==> src/rtl/branch_redirect_ctrl.sv <==
// branch_redirect_ctrl: delay-slot aware PC redirect to fetch with CP0 exception override.
// Define BRANCH_REDIRECT_STAT_EN to build the taken/wait statistics counters.
module branch_redirect_ctrl #(
    parameter logic [31:0] RESET_TARGET = 32'h0
) (
    input  logic        clk,
    input  logic        resetn,
    input  logic        EXE_BranchTaken,
    input  logic [31:0] EXE_BranchTarget,
    input  logic        ID_DelaySlotValid,
    input  logic        IF_Ready,
    input  logic        EXC_Redirect,
    input  logic [31:0] EXC_Target,
    output logic        PC_RedirectValid,
    output logic [31:0] PC_RedirectTarget,
    output logic        IF_Flush,
    output logic        EXE_Stall,
    output logic [31:0] STAT_TakenCnt,
    output logic [31:0] STAT_WaitCnt
);
    typedef enum logic [1:0] {IDLE, WAIT_DS, PEND} state_t;
    state_t      r_state, w_next;
    logic [31:0] r_tgt, w_tgt_next;
    logic        r_valid;
    logic        w_br_start;
    always_ff @(posedge clk or negedge resetn) begin
        if (!resetn) begin
            r_state <= IDLE;
            r_tgt   <= RESET_TARGET;
            r_valid <= 1'b0;
        end else begin
            r_state <= w_next;
            r_tgt   <= w_tgt_next;
            r_valid <= (w_next == PEND);
        end
    end
    // An exception overrides whatever the branch path was doing, in every state.
    always_comb begin
        w_next     = r_state;
        w_tgt_next = r_tgt;
        w_br_start = (r_state == IDLE) && EXE_BranchTaken && !EXC_Redirect;
        if (EXC_Redirect) begin
            w_next     = PEND;
            w_tgt_next = EXC_Target;
        end else begin
            case (r_state)
                IDLE: if (EXE_BranchTaken) begin
                    w_next     = ID_DelaySlotValid ? PEND : WAIT_DS;
                    w_tgt_next = EXE_BranchTarget;
                end
                WAIT_DS: w_next = ID_DelaySlotValid ? PEND : WAIT_DS;
                PEND:    w_next = IF_Ready ? IDLE : PEND;
                default: w_next = IDLE;
            endcase
        end
    end
    assign EXE_Stall = resetn && !EXC_Redirect && !ID_DelaySlotValid &&
                       (((r_state == IDLE) && EXE_BranchTaken) || (r_state == WAIT_DS));
    assign IF_Flush          = resetn && (r_state == PEND) && IF_Ready;
    assign PC_RedirectValid  = r_valid;
    assign PC_RedirectTarget = r_tgt;
`ifdef BRANCH_REDIRECT_STAT_EN
    logic [31:0] r_taken_cnt, r_wait_cnt;
    always_ff @(posedge clk or negedge resetn) begin
        if (!resetn) begin
            r_taken_cnt <= 32'h0;
            r_wait_cnt  <= 32'h0;
        end else begin
            r_taken_cnt <= r_taken_cnt + {31'h0, w_br_start};
            r_wait_cnt  <= r_wait_cnt + {31'h0, EXE_Stall || (r_valid && !IF_Ready)};
        end
    end
    assign STAT_TakenCnt = r_taken_cnt;
    assign STAT_WaitCnt  = r_wait_cnt;
`else
    assign STAT_TakenCnt = 32'h0;
    assign STAT_WaitCnt  = 32'h0;
`endif
endmodule

==> config.mk <==
export PLATFORM = sky130hd
export DESIGN_NAME = branch_redirect_ctrl
export DESIGN_NICKNAME = d
export VERILOG_FILES = /design/src/rtl/branch_redirect_ctrl.sv
export SDC_FILE = /design/constraint.sdc
export NUM_CORES = 1
export LEC_CHECK = 0
export CAP_MARGIN = 25
export CORE_MARGIN = 3
export CORE_UTILIZATION = 45
export CTS_CLUSTER_DIAMETER = 40
export CTS_CLUSTER_SIZE = 30
export DETAILED_ROUTE_END_ITERATION = 10
export DONT_BUFFER_PORTS = 1
export SKIP_CTS_REPAIR_TIMING = 1
export SLEW_MARGIN = 15
export SYNTH_ARGS = -nofsm -noshare
export SYNTH_HDL_FRONTEND = slang
export SYNTH_SLANG_ARGS = --single-unit
==> constraint.sdc <==
create_clock -name clk -period 2.2 [get_ports clk]
set_input_delay 0.22 -clock clk [delete_from_list [all_inputs] [get_ports clk]]
set_output_delay 0.22 -clock clk [all_outputs]
set_load 0.02 [all_outputs]
# == After elaboration in Yosys (flattened, before gate mapping) ==
# Cells that the tools add are included.
# word_totals
register_bits,35
in_bits,70
output_inout_bits,99
elab_cells,27
# op_classes
eq_ne,3
mux,8
n_reduce_logical,13
# ops
operator,n
$mux 32,3
$mux 2,4
$logic_and 1x1->1,6
$pmux 2 s3,1
$eq 2x2->1 const B,2
$reduce_bool 2->1,2
$eq 2x1->1 const B,1
$logic_not 1->1,2
$logic_not 2->1,1
$reduce_and 2->1,1
$logic_or 1x1->1,1

# == Longest topological paths before layout ==
# Gate-level depths: netlist of run 1.
# depth
depth_word,5
mapped_depth,4
depth_no_buf,3

# == Worst setup path after synthesis of run 1 ==
# Ideal clock, no wire load.
# synth_timing
kind,register to register
startpoint,reg r_state[0]
endpoint,"reg r_tgt[12], in the netlist PC_RedirectTarget[12]"
setup_ns,0.125
arrival_time_ns,1.128
t_required_ns,2.075
setup_slack_ns,0.946
stages_incl_launch_ff,5
path_buffers,1
period_less_slack_ns,1.254
cell_sequence,dfrtp_1 > nor3b_2 > nor2_4 > buf_6 > mux2_4
# synth_via
elab_chain_cells,3
# synth_rtl
item,line,source
start: declaration,22,"state_t r_state, w_next;"
start signal: assignment,32,r_state <= w_next;
$logic_not 2->1,46,case (r_state)
$reduce_bool 2->1 (no source line),n/a,
$reduce_and 2->1 (no source line),n/a,
end signal: assignment,33,r_tgt <= w_tgt_next;
end: declaration,23,"logic [31:0] r_tgt, w_tgt_next;"
# No other way between the ends.
# A chain may end at the register's enable or synchronous reset.

# == Worst setup path in the final report of run 1 ==
# layout_timing
startpoint,in ID_DelaySlotValid
endpoint,out EXE_Stall
# layout_via
elab_chain_cells,3
# layout_rtl
item,line,source
start: declaration,10,"input logic ID_DelaySlotValid,"
$logic_not 1->1,57,assign EXE_Stall = resetn && !EXC_Redirect && !ID_DelaySlotValid &&
$logic_and 1x1->1 (2 in a row),57,
end: declaration,17,"output logic EXE_Stall,"
# No other way between the ends.

==> results of run 1 <==
[cells in the mapped netlist]
cell and n:
a211o_1 2, and2_1 1, and4b_1 1, buf_4 64, buf_6 7, conb_1 1, dfrtp_1 35, mux2_1 9
mux2_2 32, mux2_4 23, nor2_1 2, nor2_4 1, nor3b_1 1, nor3b_2 1, nor4_2 1
[state kept, by name, indices dropped and copies added (netlist names)]
register / count
PC_RedirectTarget: 32
r_state: 2
PC_RedirectValid: 1
[final cells by class]
type | count | area [um2] | share of cell area
multi-input combinational | 138 | 1130 | 0.504
sequential | 35 | 876 | 0.390
tap | 67 | 83.8 | 0.0373
timing repair buffer | 5 | 70.1 | 0.0312
clock buffer | 5 | 68.8 | 0.0306
clock inverter | 3 | 15.0 | 0.00669
[worst max-delay path by stage]
stage,from,endpoint,slack (ns),cells past startpoint
2_1_floorplan,r_state[0]$_DFF_PN0_,PC_RedirectTarget[12]$_DFFE_PN0P_,0.95,4
3_3_place_gp,r_state[1]$_DFF_PN0_,PC_RedirectTarget[18]$_DFFE_PN0P_,0.70,4
3_5_place_dp,r_state[1]$_DFF_PN0_,PC_RedirectTarget[10]$_DFFE_PN0P_,0.60,4
4_1_cts,r_state[1]$_DFF_PN0_,PC_RedirectTarget[28]$_DFFE_PN0P_,0.61,4
5_1_grt,r_state[0]$_DFF_PN0_,PC_RedirectTarget[29]$_DFFE_PN0P_,0.56,4
6_report,ID_DelaySlotValid,EXE_Stall,0.64,3
[layer usage]
layer  global-route usage  up-vias  routed length, um
met2                0.225       96               2110
met5                    0        -                  0
met1                0.134      535               1330
li1                     -      490                  -
met3               0.0568        6                511
met4               0.0577        0                 72
[cell families after synthesis]
group,count (synthesis),share of synthesized area
compound gates,2,0.00752
buf+inv,71,0.240
flops,35,0.376
mux,64,0.346
other cells,1,0.00161
simple gates,8,0.0290
[power by group through the flow]
| stage | Sequential (mW) | Combinational, mW | Clock (mW) |
|---|---|---|---|
| final | 0.893 | 0.313 | 0.439 |
| after global routing | 0.903 | 0.342 | 0.506 |
| after CTS | 0.895 | 0.293 | 0.472 |
| after detailed placement | 0.906 | 0.294 | 0 |
| after global placement | 0.903 | 0.283 | 0 |
| after floorplan | 0.882 | 0.384 | 0 |
[metrics by stage]
| step | hold slack (ns) | std cells | setup WS [ns] |
|---|---|---|---|
| floorplan | -0.0756 | 244 | 0.946 |
| global placement | -0.0748 | 241 | 0.699 |
| detailed placement | -0.0747 | 241 | 0.600 |
| CTS | -0.391 | 249 | 0.607 |
| global route | 0.0244 | 253 | 0.563 |
| finish | 0.0497 | 253 | 0.638 |
==> reports/qor.txt, run 1 <==
vias in the first global route - 1183
WHS Endpoint - r_state[1]$_DFF_PN0_
Skew-Pair Late Insertion Delay - 0.28 ns
CP max stage delay - 0.55 ns
Die Wd - 78.0 um
FILL cells - 451
most frequent cells in the layout - 64 x conb_1, 35 x dfrtp_1, 32 x mux2_2
core area - 4850 um2
max frequency - 0.640 GHz
Comb pwr share - 0.190
Post-DP Area - 2110 um2
via/cell ratio - 4.45
drt drc - 0
Initial Utilization - 0.481
DR WL/cell - 15.9 um
first-pass GRT wire length - 6170 um
Finished Core Util - 0.463
n_diodes - 0
Total Routed Length - 4030 um
Reg power frac - 0.543
Detail Route Antenna Nets - 0
initial antenna violation count - 0
number of synthesized register bits - 35
Leak - 1.08 nW
r2r setup slk - 0.65 ns
hold-critical path depth - 1
clock power share - 0.267
CTS Buffer Depth - 2
Hold Path Class - primary input to flip-flop
detailed placement HPWL - 3110 um
largest area contributor in the netlist - dfrtp_1
final setup fails - 0
chip height - 78.0 um
area of the die - 6080 um2
CTS sink cnt - 35
Ports - 169
family with the most delay on the worst path - simple AND/OR/NAND/NOR gates
critical path class - primary input to primary output
P_int - 1.09 mW
min Tclk post-route - 1.56 ns
htree depth - 2
Design Power - 1.64 mW
most common cell after layout, fill and taps aside - conb_1
outcome - completed
top cell type's share of synthesized area - 0.376
GRT Total Usage - 0.129
Worst R2R Path Depth - 4
1st-iter DRT viols - 13
grt total ovfl - 0
Worst-path clk slew - 0.07 ns
period utilisation layout - 0.710
layout cells sized above 1 - 0.366
CP startpoint kind - primary input
Critical Path RT - 1.98 ns
yosys warns - 0
critical path's slowest cell - dlygate4sd3_1
Max-Cap Viols - 0
switching share of total power - 0.337
buffers added on ports - 0
Final Net Count - 255
largest net degree at the start of global routing - 38
Crit Path Max Fanout - 3
drt pass-1 iters - 4
Buf+Inv Stages, Crit Path - 1
CTS buffer count - 5
P per Cell Area - 732 nW/um2
Area Overhead vs Synth - -3.65%
CP arrival - 1.34 ns
reg-to-reg critical path endpoint - PC_RedirectTarget[10]$_DFFE_PN0P_
Worst Hold Launch - EXC_Redirect
Critical R2R Launch - r_state[1]$_DFF_PN0_
final hold violation count - 0
Yosys cell types - 15
CP Capture Type - primary output
RSZ-0062 raised after global routing - false
Syn Inst Count - 181
routed vias - 1127
routability congestion estimate - 0.662
fin area - 2250 um2
Rows - 25
sequential fraction of the synthesis area - 0.376
mapped cell area - 2330 um2
syn avg cell area - 12.9 um2
TNS Setup - 0 ns
synth top area cells - dfrtp_1 38%, buf_4 21%, mux2_2 15%, mux2_4 15%, mux2_1 4.3%
CP Cell Sequence - dlygate4sd3_1 > nor4_2 > and2_1
fin. max-slew vios - 0
VDD IR max - 0.298 mV
NetSw - 0.553 mW
CTS tree - done
clock skew - 0.00317 ns
clk root buf - clkbuf_8
No activity file was read; power rests on OpenSTA's default activity.
==> run 2, diff against run 1 <==
==> constraint.sdc (replaced) <==
create_clock -name clk -period 1.3 [get_ports clk]
set_input_delay 0.13 -clock clk [delete_from_list [all_inputs] [get_ports clk]]
set_output_delay 0.13 -clock clk [all_outputs]
set_load 0.02 [all_outputs]
==> run 2 against run 1 <==
- wire length is 8.8% higher
- clock skew up 0.0026 ns
- flip-flop and latch count stayed put
- the flow now finishes with violations (hold timing, setup timing)
- power up 70%
- critical path depth unchanged
- highest routed layer unchanged
- register-to-register slack worse by 0.69 ns
- combinational power is 84% higher
==> reports/qor.txt, run 2 (synthesis gave the netlist of run 1 again) <==
initial antenna violation count - 0 (unchanged)
n_diodes - 0 (unchanged)
period utilisation layout - 1.07
fin cells - 254 (+0.40%)
Post-DP Area - 2150 um2 (+1.7%)
Worst Hold Launch - ID_DelaySlotValid
Initial Utilization - 0.481 (unchanged)
Area Overhead vs Synth - -0.966%
1st-iter DRT viols - 16 (+3)
max frequency - 0.718 GHz
via/cell ratio - 4.63 (+4.0%)
CP startpoint kind - flip-flop
hold-critical path depth - 1 (unchanged)
Buf+Inv Stages, Crit Path - 1 (unchanged)
drt drc - 0 (unchanged)
CP arrival - 1.26 ns (-0.08 ns)
family with the most delay on the worst path - simple AND/OR/NAND/NOR gates
top sig layer - met4
Final Net Count - 258 (+1.2%)
WL met3 - 551 um (+7.8%)
routed vias - 1177 (+4.4%)
Design Power - 2.80 mW (+70%)
layout cells sized above 1 - 0.390 (+0.0248)
FILL cells - 432 (-4.2%)
TNS Setup - -0.526 ns (-0.526 ns)
RSZ-0062 raised after global routing - true
CTS buffer count - 5 (unchanged)
CTS sink cnt - 35 (unchanged)
failing checks - hold timing, setup timing
buffers added on ports - 0 (unchanged)
htree depth - 2 (unchanged)
placed instance count - 244 (+1.2%)
hold slack final - -0.0884 ns (-0.138 ns)
Total Routed Length - 4390 um (+8.8%)
final setup fails - 29 (+29)
met1 WL - 1430 um (+7.2%)
Leak - 1.10 nW (+1.9%)
Critical Path RT - 1.17 ns (-0.81 ns)
Max-Cap Viols - 0 (unchanged)
Detail Route Antenna Nets - 0 (unchanged)
CTS Buffer Depth - 2 (unchanged)
r2r setup slk - -0.04 ns (-0.69 ns)
WHS Endpoint - r_state[0]$_DFF_PN0_
Ports - 169 (unchanged)
Worst-path clk slew - 0.07 ns (about the same)
Rows - 25 (unchanged)
largest net degree at the start of global routing - 38 (unchanged)
detailed placement HPWL - 3310 um (+6.2%)
core area - 4850 um2 (unchanged)
routability congestion estimate - 0.665 (+0.44%)
Critical R2R Launch - r_state[0]$_DFF_PN0_
Worst R2R Path Depth - 4 (unchanged)
first-pass GRT wire length - 6470 um (+4.9%)
CTS tree - done
CP Capture Type - primary output
outcome - finished, violations left
fin worst setup slack - -0.0929 ns (-0.731 ns)
fin area - 2310 um2 (+2.8%)
critical path's slowest cell - dfrtp_1
area of the die - 6080 um2 (unchanged)
VDD IR max - 0.549 mV (+84%)
DR WL/cell - 17.3 um (+8.4%)
P per Cell Area - 1210 nW/um2 (+65%)
Hold Path Class - primary input to flip-flop
vias in the first global route - 1259 (+6.4%)
GRT Total Usage - 0.137 (+0.00713)
CP Cell Sequence - buf_6 > nor4_4 > and2_4
drt pass-1 iters - 4 (unchanged)
final hold violation count - 3 (+3)
most frequent cells in the layout - 64 x conb_1, 35 x dfrtp_1, 32 x mux2_2
clock skew - 0.00575 ns (+0.00258 ns)
Skew-Pair Late Insertion Delay - 0.28 ns (about the same)
fin. max-slew vios - 0 (unchanged)
clk root buf - clkbuf_8
DR WL met2 - 2340 um (+11%)
chip height - 78.0 um (unchanged)
max reg flops - 32 (unchanged)
min Tclk post-route - 1.39 ns
critical path class - flip-flop to primary output
Crit Path Max Fanout - 4 (+1)
Die Wd - 78.0 um (unchanged)
reg-to-reg critical path endpoint - PC_RedirectTarget[13]$_DFFE_PN0P_
CP max stage delay - 0.40 ns (-0.15 ns)
grt total ovfl - 0 (unchanged)
worst slack at placement - -0.00581 ns (-0.606 ns)
most common cell after layout, fill and taps aside - conb_1
[run 2: layer usage]
layer	track usage	vias to the layer above
met1	0.131	576
met5	0	-
met2	0.246	95
met4	0.0594	0
li1	-	500
met3	0.0661	6
[run 2: cell type report]
cell class / instances / area (um2) / share of cell area
clock buffer: 6 / 72.6 / 0.0314
sequential: 35 / 876 / 0.379
timing repair buffer: 8 / 129 / 0.0558
multi-input combinational: 138 / 1150 / 0.497
tap: 67 / 83.8 / 0.0363
[run 2: how the worst max path moves through the flow]
stage / slack [ns] / startpoint / to / cells past startpoint
finish: -0.09 / r_state[1]$_DFF_PN0_ / EXE_Stall / 3
global route: -0.15 / r_state[1]$_DFF_PN0_ / EXE_Stall / 3
CTS: -0.21 / r_state[1]$_DFF_PN0_ / EXE_Stall / 3
detailed placement: -0.006 / r_state[0]$_DFF_PN0_ / PC_RedirectTarget[13]$_DFFE_PN0P_ / 4
global placement: 0.04 / r_state[0]$_DFF_PN0_ / PC_RedirectTarget[12]$_DFFE_PN0P_ / 4
floorplan: 0.05 / r_state[0]$_DFF_PN0_ / PC_RedirectTarget[12]$_DFFE_PN0P_ / 4
[run 2: stage by stage]
step                      hold WS, ns   util
after floorplan                -0.166      -
after global placement         -0.165  0.443
after detailed placement       -0.165  0.443
after CTS                      -0.476  0.458
after global routing           -0.110  0.476
final                         -0.0884  0.476
[run 2: where the power goes]
| part | switching, mW | internal, mW | total, mW |
|---|---|---|---|
| logic | 0.297 | 0.278 | 0.575 |
| clock network | 0.358 | 0.357 | 0.715 |
| registers | 0.277 | 1.23 | 1.51 |
==> run 3, diff against run 2 <==
--- a/config.mk
+++ b/config.mk
@@ -9,7 +9,6 @@
 export CORE_MARGIN = 3
 export CORE_UTILIZATION = 45
 export CTS_CLUSTER_DIAMETER = 40
-export CTS_CLUSTER_SIZE = 30
 export DETAILED_ROUTE_END_ITERATION = 10
 export DONT_BUFFER_PORTS = 1
 export SKIP_CTS_REPAIR_TIMING = 1
==> constraint.sdc (replaced) <==
create_clock -name clk -period 1.2 [get_ports clk]
set_input_delay 0.12 -clock clk [delete_from_list [all_inputs] [get_ports clk]]
set_output_delay 0.12 -clock clk [all_outputs]
set_load 0.02 [all_outputs]
==> run 3 against run 2 <==
- the run still ends with hold timing, setup timing left
- clock power up 29%
- final area increased by 0.92%
- global-route usage fell by 0.63 points
- worst setup slack got worse by 0.10 ns
- power rose by 13%
- largest cell class unchanged
- highest routed layer unchanged
==> reports/qor.txt, run 3 (synthesis gave the netlist of run 1 again) <==
most common cell after layout, fill and taps aside - conb_1
Die Wd - 78.0 um (unchanged)
1st-iter DRT viols - 1 (-15)
CTS buffer count - 5 (unchanged)
Max-Cap Viols - 0 (unchanged)
max frequency - 0.716 GHz
area of the die - 6080 um2 (unchanged)
min Tclk post-route - 1.40 ns
max reg flops - 32 (unchanged)
clock power share - 0.291 (+0.035)
drt pass-1 iters - 4 (unchanged)
Ports - 169 (unchanged)
Initial Utilization - 0.481 (unchanged)
final setup fails - 34 (+17%)
RSZ-0062 raised after global routing - true
CP Capture Type - flip-flop
Comb pwr share - 0.193 (-0.013)
vias in the first global route - 1198 (-4.8%)
largest net degree at the start of global routing - 38 (unchanged)
routed vias - 1153 (-2.0%)
via/cell ratio - 4.50 (-2.8%)
Area Overhead vs Synth - -0.0539%
switching share of total power - 0.322 (-0.0110)
final hold violation count - 2 (-1)
NetSw - 1.02 mW (+9.6%)
Final Net Count - 258 (unchanged)
clock skew - 0.00352 ns (-0.00224 ns)
VDD IR max - 0.689 mV (+26%)
worst slack at placement - -0.490 ns (-0.484 ns)
P per Cell Area - 1360 nW/um2 (+12%)
n_diodes - 0 (unchanged)
Crit Path Max Fanout - 16 (+12)
outcome - finished, violations left
GRT Total Usage - 0.130 (-0.00627)
Critical Path RT - 1.36 ns (+0.19 ns)
P_int - 2.15 mW (+15%)
CP startpoint kind - flip-flop
drt drc - 0 (unchanged)
detailed placement HPWL - 3130 um (-5.5%)
hold slack final - -0.0412 ns (+0.0472 ns)
chip height - 78.0 um (unchanged)
CP arrival - 1.56 ns (+0.30 ns)
routability congestion estimate - 0.659 (-0.83%)
Rows - 25 (unchanged)
core area - 4850 um2 (unchanged)
CTS sink cnt - 35 (unchanged)
grt total ovfl - 0 (unchanged)
fin. max-slew vios - 0 (unchanged)
failing checks - hold timing, setup timing
critical path class - flip-flop to flip-flop
initial antenna violation count - 0 (unchanged)
Hold Path Class - primary input to flip-flop
Skew-Pair Late Insertion Delay - 0.28 ns (about the same)
most frequent cells in the layout - 64 x conb_1, 35 x dfrtp_1, 32 x mux2_2
clk root buf - clkbuf_8
Total Routed Length - 4430 um (+1.0%)
Leak - 1.10 nW (+0.65%)
Detail Route Antenna Nets - 0 (unchanged)
period utilisation layout - 1.16
CTS Buffer Depth - 2 (unchanged)
Worst-path clk slew - 0.07 ns (about the same)
DR WL/cell - 17.3 um (+0.24%)
layout cells sized above 1 - 0.397 (+0.00645)
buffers added on ports - 0 (unchanged)
Reg power frac - 0.516 (-0.023)
CTS tree - done
htree depth - 2 (unchanged)
fin worst setup slack - -0.197 ns (-0.104 ns)
Design Power - 3.17 mW (+13%)
FILL cells - 436 (+0.93%)
first-pass GRT wire length - 6250 um (-3.4%)
run 3: cell count changes in the layout (fill, tap and decap cells not counted), sizes merged:
cell / previous run / this run
clkbuf: 7 / 8
nor2: 3 / 4
run 3: worst paths after layout:
check | from | depth (start not counted) | slack, ns | endpoint
worst max-delay path | r_state[0]$_DFF_PN0_ | 4 | -0.20 | PC_RedirectTarget[13]$_DFFE_PN0P_
worst min-delay path | EXC_Redirect | 1 | -0.04 | r_state[1]$_DFF_PN0_
worst max register to register | r_state[0]$_DFF_PN0_ | 4 | -0.20 | PC_RedirectTarget[13]$_DFFE_PN0P_
worst min register to register | PC_RedirectTarget[6]$_DFFE_PN0P_ | 1 | 0.67 | PC_RedirectTarget[6]$_DFFE_PN0P_
max in group asynchronous | resetn | 2 | 0.70 | PC_RedirectTarget[3]$_DFFE_PN0P_
min in group asynchronous | resetn | 2 | 0.30 | PC_RedirectValid$_DFF_PN0_
run 3: cell type report:
cell class,count,area [um2],area share
well taps,67,83.8,0.0360
flip-flops and latches,35,876,0.376
repair buffers,7,100,0.0430
multi-input cells,139,1170,0.502
clock buffers,8,100,0.0430
run 3: metrics by stage:
stage	util	instance area, um2	setup TNS [ns]	instances
2_1_floorplan	-	2570	-0.747	244
3_3_place_gp	0.435	2110	-13.07	242
3_5_place_dp	0.435	2110	-15.13	242
4_1_cts	0.455	2210	-15.70	250
5_1_grt	0.481	2330	-7.51	256
6_report	0.481	2330	-5.90	256
run 3: worst max-delay path: stages (launching register included):
cell and delay (ns):
dfrtp_1 0.42, nor3b_4 0.34, nor2_4 0.06, buf_12 0.16, mux2_4 0.30
run 3: layer usage:
metal  share of wire  GRT usage  wire length, um
met1            0.33      0.129             1470
met2            0.54      0.238             2370
met3            0.12     0.0626              536
met4           0.012     0.0420               52
met5               0          0                0
run 3: power groups by stage:
stage / clock network [mW] / logic [mW] / registers (mW)
floorplan: 0 / 0.703 / 1.62
detailed placement: 0 / 0.535 / 1.65
global placement: 0 / 0.513 / 1.65
CTS: 0.968 / 0.534 / 1.64
global route: 1.02 / 0.664 / 1.65
finish: 0.923 / 0.612 / 1.63
